$ cat src/rtl/uart_loop_fifo_if.sv
// Signal bundle between the UART loopback FIFO, the receiver/transmitter pair and status logic.
// The FIFO uses the slave modport; the surrounding logic (or a bench) uses master.
interface uart_loop_fifo_if #(
    parameter int DATA_WIDTH = 8,
    parameter int ADDR_WIDTH = 4
);
    logic [DATA_WIDTH-1:0] rx_data;
    logic                  rx_data_valid;
    logic                  tx_busy;
    logic                  clr_overflow;
    logic [DATA_WIDTH-1:0] tx_data;
    logic                  tx_start;
    logic [ADDR_WIDTH:0]   fifo_count;
    logic                  fifo_full;
    logic                  fifo_empty;
    logic                  overflow;

    modport master (
        output rx_data, rx_data_valid, tx_busy, clr_overflow,
        input  tx_data, tx_start, fifo_count, fifo_full, fifo_empty, overflow
    );

    modport slave (
        input  rx_data, rx_data_valid, tx_busy, clr_overflow,
        output tx_data, tx_start, fifo_count, fifo_full, fifo_empty, overflow
    );
endinterface

$ cat src/rtl/uart_loop_fifo.sv
// Circular byte FIFO between the UART receiver and transmitter in the loopback design.
// Bytes enter on rising edges of rx_data_valid and leave through a start/busy handshake.
module uart_loop_fifo #(
    parameter int DATA_WIDTH   = 8,
    parameter int ADDR_WIDTH   = 4,
    parameter int BUSY_TIMEOUT = 8
) (
    input  logic            sysclk,
    input  logic            rstn,
    uart_loop_fifo_if.slave bus
);
    localparam int DEPTH      = 2 ** ADDR_WIDTH;
    localparam int TMO_W      = (BUSY_TIMEOUT > 1) ? $clog2(BUSY_TIMEOUT) : 1;
    localparam int TMO_LAST_I = BUSY_TIMEOUT - 1;
    localparam logic [TMO_W-1:0]    TMO_LAST   = TMO_LAST_I[TMO_W-1:0];
    localparam logic [ADDR_WIDTH:0] COUNT_FULL = DEPTH[ADDR_WIDTH:0];

    typedef enum logic [1:0] {
        IDLE      = 2'd0,
        LOAD      = 2'd1,
        WAIT_BUSY = 2'd2,
        WAIT_DONE = 2'd3
    } state_t;

    logic [DATA_WIDTH-1:0] mem [DEPTH];
    logic [ADDR_WIDTH-1:0] wr_ptr;
    logic [ADDR_WIDTH-1:0] rd_ptr;
    logic [ADDR_WIDTH:0]   count_q;
    logic [ADDR_WIDTH:0]   count_d;
    logic                  full_q;
    logic                  empty_q;
    logic                  valid_d;
    logic                  overflow_q;
    logic [DATA_WIDTH-1:0] tx_data_q;
    logic                  tx_start_q;
    logic [TMO_W-1:0]      tmo_cnt;

    state_t state;
    state_t state_next;

    logic wr_edge;
    logic wr_accept;
    logic wr_drop;
    logic do_load;

    // A LOAD frees a slot in the same cycle, so a write into a full FIFO is still taken.
    assign wr_edge   = bus.rx_data_valid & ~valid_d;
    assign wr_accept = wr_edge & (~full_q | do_load);
    assign wr_drop   = wr_edge & full_q & ~do_load;

    always_ff @(posedge sysclk or posedge rstn) begin
        if (rstn) begin
            state <= IDLE;
        end else begin
            state <= state_next;
        end
    end

    // NOTE: every output of this block gets a default first, so no path can infer a latch.
    always_comb begin
        state_next = state;
        do_load    = 1'b0;
        unique case (state)
            IDLE: begin
                if (!empty_q && !bus.tx_busy) begin
                    state_next = LOAD;
                end
            end
            LOAD: begin
                do_load    = 1'b1;
                state_next = WAIT_BUSY;
            end
            WAIT_BUSY: begin
                if (bus.tx_busy) begin
                    state_next = WAIT_DONE;
                end else if (tmo_cnt == TMO_LAST) begin
                    state_next = IDLE;
                end
            end
            WAIT_DONE: begin
                if (!bus.tx_busy) begin
                    state_next = IDLE;
                end
            end
            default: state_next = IDLE;
        endcase
    end

    always_comb begin
        count_d = count_q;
        unique case ({wr_accept, do_load})
            2'b10:   count_d = count_q + 1'b1;
            2'b01:   count_d = count_q - 1'b1;
            default: count_d = count_q;
        endcase
    end

    // NOTE: all sequential state uses non-blocking assignments so every register samples pre-edge values.
    always_ff @(posedge sysclk or posedge rstn) begin
        if (rstn) begin
            valid_d    <= 1'b0;
            wr_ptr     <= '0;
            rd_ptr     <= '0;
            count_q    <= '0;
            full_q     <= 1'b0;
            empty_q    <= 1'b1;
            overflow_q <= 1'b0;
            tx_data_q  <= '0;
            tx_start_q <= 1'b0;
            tmo_cnt    <= '0;
        end else begin
            valid_d    <= bus.rx_data_valid;
            count_q    <= count_d;
            full_q     <= (count_d == COUNT_FULL);
            empty_q    <= (count_d == '0);
            tx_start_q <= do_load;

            if (wr_accept) begin
                wr_ptr <= wr_ptr + 1'b1;
            end

            if (do_load) begin
                tx_data_q <= mem[rd_ptr];
                rd_ptr    <= rd_ptr + 1'b1;
            end

            // A drop in the same cycle as a clear leaves the flag set.
            if (wr_drop) begin
                overflow_q <= 1'b1;
            end else if (bus.clr_overflow) begin
                overflow_q <= 1'b0;
            end

            if (state == WAIT_BUSY) begin
                tmo_cnt <= tmo_cnt + 1'b1;
            end else begin
                tmo_cnt <= '0;
            end
        end
    end

    // NOTE: the storage array is deliberately not reset; stale entries are never read because count gates reads.
    always_ff @(posedge sysclk) begin
        if (wr_accept) begin
            mem[wr_ptr] <= bus.rx_data;
        end
    end

    assign bus.tx_data    = tx_data_q;
    assign bus.tx_start   = tx_start_q;
    assign bus.fifo_count = count_q;
    assign bus.fifo_full  = full_q;
    assign bus.fifo_empty = empty_q;
    assign bus.overflow   = overflow_q;

endmodule

$ cat src/flat_wrapper.sv
// flat-port wrapper written by rule: the top's interface ports become plain ports
module uart_loop_fifo_flat 
#(
    parameter int DATA_WIDTH   = 8,
    parameter int ADDR_WIDTH   = 4,
    parameter int BUSY_TIMEOUT = 8
)
  (sysclk, rstn, bus_rx_data, bus_rx_data_valid, bus_tx_busy, bus_clr_overflow, bus_tx_data, bus_tx_start, bus_fifo_count, bus_fifo_full, bus_fifo_empty, bus_overflow);
  uart_loop_fifo_if #(.DATA_WIDTH(DATA_WIDTH), .ADDR_WIDTH(ADDR_WIDTH)) bus_i ();
  input  logic sysclk;
  input  logic rstn;
  input wire logic [$bits(bus_i.rx_data)-1:0] bus_rx_data;
  input wire logic [$bits(bus_i.rx_data_valid)-1:0] bus_rx_data_valid;
  input wire logic [$bits(bus_i.tx_busy)-1:0] bus_tx_busy;
  input wire logic [$bits(bus_i.clr_overflow)-1:0] bus_clr_overflow;
  output wire logic [$bits(bus_i.tx_data)-1:0] bus_tx_data;
  output wire logic [$bits(bus_i.tx_start)-1:0] bus_tx_start;
  output wire logic [$bits(bus_i.fifo_count)-1:0] bus_fifo_count;
  output wire logic [$bits(bus_i.fifo_full)-1:0] bus_fifo_full;
  output wire logic [$bits(bus_i.fifo_empty)-1:0] bus_fifo_empty;
  output wire logic [$bits(bus_i.overflow)-1:0] bus_overflow;
  assign bus_i.rx_data = bus_rx_data;
  assign bus_i.rx_data_valid = bus_rx_data_valid;
  assign bus_i.tx_busy = bus_tx_busy;
  assign bus_i.clr_overflow = bus_clr_overflow;
  assign bus_tx_data = bus_i.tx_data;
  assign bus_tx_start = bus_i.tx_start;
  assign bus_fifo_count = bus_i.fifo_count;
  assign bus_fifo_full = bus_i.fifo_full;
  assign bus_fifo_empty = bus_i.fifo_empty;
  assign bus_overflow = bus_i.overflow;
  uart_loop_fifo #(.DATA_WIDTH(DATA_WIDTH), .ADDR_WIDTH(ADDR_WIDTH), .BUSY_TIMEOUT(BUSY_TIMEOUT)) u_core (.sysclk(sysclk), .rstn(rstn), .bus(bus_i));
endmodule
$ cat config.mk
export PLATFORM = sky130hd
export DESIGN_NAME = uart_loop_fifo_flat
export DESIGN_NICKNAME = d
export VERILOG_FILES = /design/src/rtl/uart_loop_fifo_if.sv /design/src/rtl/uart_loop_fifo.sv /design/src/flat_wrapper.sv
export SDC_FILE = /design/constraint.sdc
export NUM_CORES = 1
export LEC_CHECK = 0
export BUFFER_PORTS_ARGS = -buffer_cell sky130_fd_sc_hd__buf_2
export CORE_AREA = 2 2 124 126
export DETAILED_ROUTE_END_ITERATION = 10
export DIE_AREA = 0 0 126 128
export PLACE_DENSITY_LB_ADDON = 0.3
export SETUP_SLACK_MARGIN = 0.02
export SLEW_MARGIN = 20
export SYNTH_ARGS = -nofsm -noshare
export SYNTH_HDL_FRONTEND = slang
export SYNTH_SLANG_ARGS = --single-unit
export TNS_END_PERCENT = 100
$ cat constraint.sdc
create_clock -name sysclk -period 2.75 [get_ports sysclk]
set_input_delay 0.6875 -clock sysclk [delete_from_list [all_inputs] [get_ports sysclk]]
set_output_delay 0.6875 -clock sysclk [all_outputs]
set_load 0.05 [all_outputs]
# Yosys cells after proc, flatten, opt, wreduce, memory -nomap -nowiden
# Memory sizes are Yosys's and may differ from the RTL's. A register that Yosys moved wholly into a read port is not among the register bits.
# Index checks and enable logic that the tools add are counted.
[op_classes]
n_addsub = 5
reduce_logical = 7
mux = 12
n_bitwise = 8
n_eq_ne = 10
[op_table]
columns = ["cell", "count"]
rows = [
  ["$pmux 5 s2", 1],
  ["$add 4x1->4 const B", 2],
  ["$mux 2", 4],
  ["$pmux 2 s4", 1],
  ["$eq 2x2->1 const B", 3],
  ["$add 5x1->5 const B", 1],
  ["$eq 5x5->1 const B", 1],
  ["$logic_not 5->1", 1],
  ["$mux 1", 5],
  ["$sub 5x1->5 const B", 1],
  ["$and 1x1->1", 4],
  ["$eq 2x1->1 const B", 2],
  ["$add 3x1->3 const B", 1],
  ["$eq 3x3->1 const B", 1],
  ["$mux 3", 1],
  ["$ne 3x2->1 const B", 1],
  ["$not 1->1", 3],
  ["$reduce_and 3->1", 1],
  ["$logic_not 1->1", 2],
  ["$logic_not 2->1", 1],
  ["$ne 2x1->1 const B", 1],
  ["$ne 2x2->1 const B", 1],
  ["$reduce_bool 2->1", 1],
  ["$logic_and 1x1->1", 1],
  ["$or 1x1->1", 1],
]
[totals]
in_bits = 13
elab_cells = 53
mem_count = 1
mem_bits_rw = 128
output_inout_bits = 17
reg_bits = 23
[memory_table]
columns = ["name", "depth", "width", "rd", "rd_ports_with_merged_regs", "write_ports", "line", "rtl"]
rows = [
  ["u_core.mem", 16, 8, 1, 1, 1, "uart_loop_fifo.sv:25", "logic [DATA_WIDTH-1:0] mem [DEPTH];"],
]

# Longest topological paths before layout
[depth]
ltp_word = 7
depth_mapped = 13
mapped_depth_nobuf = 11

# Worst setup path before layout
# No wires, ideal clock.
[synth_timing]
kind = "input to register"
start = "input bus_rx_data_valid"
end = "register u_core.full_q, in the netlist u_core.bus.fifo_full"
arrival_ns = 2.699
path_buffers = 1
setup_ns = 0.073
required_time_ns = 2.677
path_slack_ns = -0.022
path_stages = 12
path_cell_list = "nand2b_1 a21oi_2 inv_1 ha_1 buf_2 xor2_1 ha_1 a21oi_1 mux2i_1 xnor2_1 a311o_1 nor2b_1"
[synth_between]
elab_chain_cells = 5
word_cells_on_any_way = 6
classes_between = "eq/ne: 3; mux: 1; bitwise: 2"
[synth_lines]
columns = ["item", "line", "rtl"]
rows = [
  ["start, declared", "flat_wrapper.sv:13", "input wire logic [$bits(bus_i.rx_data_valid)-1:0] bus_rx_data_valid;"],
  ["$and 1x1->1 *", "uart_loop_fifo.sv:47", "assign wr_edge = bus.rx_data_valid & ~valid_d;"],
  ["$and 1x1->1 *", "uart_loop_fifo.sv:48", "assign wr_accept = wr_edge & (~full_q | do_load);"],
  ["$eq 2x1->1 or $eq 2x2->1 (tied branches)", "uart_loop_fifo.sv:91", "unique case ({wr_accept, do_load})"],
  ["$pmux 5 s2 *", "uart_loop_fifo.sv:91", ""],
  ["net u_core.count_d[2]", "uart_loop_fifo.sv:29", "logic [ADDR_WIDTH:0] count_d;"],
  ["$eq 5x5->1 *", "uart_loop_fifo.sv:114", "full_q <= (count_d == COUNT_FULL);"],
  ["end signal, assigned", "uart_loop_fifo.sv:114", ""],
  ["end, declared", "uart_loop_fifo.sv:30", "logic full_q;"],
]
# The timed path passes the listed nets; every way through them passes the cells marked *.
# A chain may end at the register's enable or synchronous reset.

# Worst setup path in the final report
[layout_timing]
start = "register u_core.state[1]"
end = "register u_core.full_q, in the netlist u_core.bus.fifo_full"
[layout_between]
elab_chain_cells = 7
word_cells_on_any_way = 8
classes_between = "eq/ne: 4; mux: 2; bitwise: 2"
[layout_lines]
columns = ["item", "line", "rtl"]
rows = [
  ["start, declared", "uart_loop_fifo.sv:38", "state_t state;"],
  ["start signal, assigned", "uart_loop_fifo.sv:55", "state <= state_next;"],
  ["$eq 2x1->1 *", "uart_loop_fifo.sv:63", "unique case (state)"],
  ["$mux 1 *", "uart_loop_fifo.sv:63", ""],
  ["$or 1x1->1", "uart_loop_fifo.sv:48", ""],
  ["$and 1x1->1", "uart_loop_fifo.sv:48", ""],
  ["$eq 2x1->1 or $eq 2x2->1 (tied branches)", "uart_loop_fifo.sv:91", ""],
  ["$pmux 5 s2 *", "uart_loop_fifo.sv:91", ""],
  ["net u_core.count_d[2]", "uart_loop_fifo.sv:29", ""],
  ["$eq 5x5->1 *", "uart_loop_fifo.sv:114", ""],
]
# Marked as above.

==> results.yml <==
timing:
  rsz0062_at_grt: "no"
  fin_skew_ns: 0.00948
  finalMaxSlewViolations: 0
  finalHoldViolCount: 0
  slew_headroom: 0.450
  max_freq_mhz: 393
  period_share: 0.926
  timing.final.ws_setup_ns: 0.204
  period_minus_slack_ns: 2.55
  setup_viol: 0
  worst_pin_slew_ns: 0.826
setup_path:
  crit_required_ns: 3.10
  cp-end-kind: "flip-flop"
  worstPathArrival_ns: 2.90
  cp-start-kind: "flip-flop"
  worst-setup-path-type: "reg -> reg"
  cp_max_fo: 7
  reg2reg_depth: 11
logic_synthesis:
  avgSynthCellArea_um2: 16.7
  async_reset_ff_frac: 0.195
  syn-num-nets: 415
  synth.distinct_cells: 41
  yosysSeqAreaShare: 0.709
  ys_ff_latch: 159
  yosys.area.top_type: "edfxtp_1"
  synth.top_cell.area_share: 0.589
  synth_common_cells: "128 x edfxtp_1, 30 x dfrtp_1, 25 x mux2_2, 25 x nor2_1"
  ys_warn_count: 0
  netlist_instances: 391
  synthTopCellsByArea: "edfxtp_1 59%, dfrtp_1 12%, mux2_2 4.3%"
  netlist_area_um2: 6520
  synth_top_flop_cell: "edfxtp_1"
  yosysMostFrequentCell: "edfxtp_1"
  synth_edf_count: 128
detailed_routing:
  dr.pass1.iters: 4
  wire_per_inst_um: 19.8
  dr.first_iter.drc_count: 187
  drc: 0
  ant_nets: 0
  routed_wl_um: 12700
  vias: 3413
  drt-vias-per-instance: 5.31
power_and_ir_drop:
  peakVddDrop_mv: 0.604
  power_per_cell_area_nw_per_um2: 1080
  leakage_nw: 2.77
layout:
  drive_above_1_share: 0.273
  synthToLayoutAreaGrowth_pct: 17.0
  nFillCells: 1231
  antenna_cells: 0
  final_core_util: 0.513
  final_nets: 466
die:
  start_util: 0.439
  die_height_um: 128
  core_um2: 14900
  row_count: 45
  io_pins: 30
  dieArea_um2: 16100
  die_x_um: 126
grt:
  grt_pass1_vias: 3484
  track_usage: 0.167
  grt_max_degree: 49
  grt_pass1_wl_um: 19800
  overflow: 0
  antenna_found_initial: 0
place:
  place.gp.congestion: 0.771
  preCtsSetupSlack_ns: -0.0262
  hpwl_um: 8080
  numPortBuffers: 29
clocking:
  clock_latency_ns: 0.42
  cts_buffer_depth: 2
  clkTransAtPathRegs_ns: 0.06
  cts_buffers: 17
  cts_hold_buf: 0
  cts_tree: "yes"
  clock-root-buffer: "clkbuf_16"
  clock-sinks: 159
  htreeDepth: 4
flow_run:
  cap_violations: 0
hold_path:
  hold_class: "in -> async"
outcome:
  status: "finished, final reports clean"
[sequential cells by signal (all words and copies together) (netlist names), 2 cells and up]
| register | count |
|---|---|
| u_core.rd_ptr | 4 |
| u_core.wr_ptr | 4 |
| u_core.bus.tx_data | 8 |
| u_core.state | 2 |
| u_core.bus.fifo_count | 5 |
| u_core.tmo_cnt | 3 |
| u_core.mem | 128 |
[power by group]
| group | internal (mW) | leakage, nW | switching [mW] |
|---|---|---|---|
| Combinational | 1.06 | 0.955 | 1.48 |
| Clock | 1.55 | 0.298 | 0.934 |
| Sequential | 2.91 | 1.52 | 0.313 |
[per-layer routing]
metal  GRT usage  routed length [um]
met5           0                   0
met4      0.0685                 184
met3      0.0363                 457
met2       0.260                6230
met1       0.231                5840
[critical path: stages (launching register included)]
cell	delay, ns
dfrtp_2	0.44
nand2b_4	0.19
a21oi_4	0.16
inv_1	0.07
ha_1	0.24
xor2_1	0.19
ha_1	0.23
a21oi_1	0.16
mux2i_1	0.25
xnor2_1	0.12
a311o_1	0.32
nor2b_1	0.11
[stage by stage]
step	std cells	hold WS (ns)	power (mW)	setup TNS (ns)	cell area (um^2)
finish	643	0.349	8.25	0	7630
global route	643	0.376	8.66	0	7630
CTS	643	0.341	8.31	0	7620
detailed placement	611	0.440	5.80	-0.0294	6990
global placement	611	0.430	5.73	0	6990
floorplan	391	0.414	5.19	0	6530
[final timing paths]
check                                       startpoint                         endpoint  slack [ns]
setup / recovery           u_core.state[1]$_DFFE_PP0P_   u_core.bus.fifo_full$_DFF_PP0_        0.20
hold / removal                                    rstn  u_core.bus.overflow$_DFFE_PP0P_        0.35
setup reg to reg           u_core.state[1]$_DFFE_PP0P_   u_core.bus.fifo_full$_DFF_PP0_        0.20
hold reg to reg            u_core.tmo_cnt[0]$_DFF_PP0_      u_core.tmo_cnt[0]$_DFF_PP0_        0.44
max in group asynchronous                         rstn  u_core.bus.fifo_empty$_DFF_PP1_        2.07
min in group sysclk                  bus_rx_data_valid         u_core.valid_d$_DFF_PP0_        0.39
[cell type report]
cell class | count | area [um^2] | area share
multi-input combinational | 205 | 1780 | 0.233
clock inverter | 12 | 183 | 0.0239
inverter | 6 | 22.5 | 0.00295
sequential | 159 | 4620 | 0.606
clock buffer | 20 | 447 | 0.0586
tap | 188 | 235 | 0.0308
timing repair buffer | 53 | 338 | 0.0443
[timing repair]
action                                  in CTS  in global routing
gates resized for setup                      0                  3
buffers inserted                             0                  0
endpoints found under the setup margin       0                  2
[logic make-up (layout without fill, tap and decap cells)]
logic type	after synthesis	count (layout)	share of synthesized area
simple gates	70	70	0.0530
xor+xnor	12	12	0.0161
mux	58	58	0.128
buf+inv	27	91	0.0207
compound gates	54	54	0.0526
flops	159	159	0.709
fa+ha+maj	11	11	0.0211
[layout by cell type, fill, tap and decap left out, types with 8 or more instances in the layout]
cell / netlist / routed
o21bai_1: 8 / 8
o22ai_1: 17 / 17
mux2i_1: 17 / 17
nor2_1: 25 / 25
clkbuf_16: 0 / 17
o21ai_0: 11 / 11
mux2_2: 25 / 25
ha_1: 11 / 11
a21oi_1: 9 / 9
edfxtp_1: 128 / 128
buf_2: 6 / 29
mux4_2: 10 / 10
buf_4: 1 / 23
nor3_1: 12 / 12
xnor2_1: 8 / 8
dfrtp_1: 30 / 28
nand2_1: 15 / 15
Note: power is estimated with default switching activity, not from simulation.
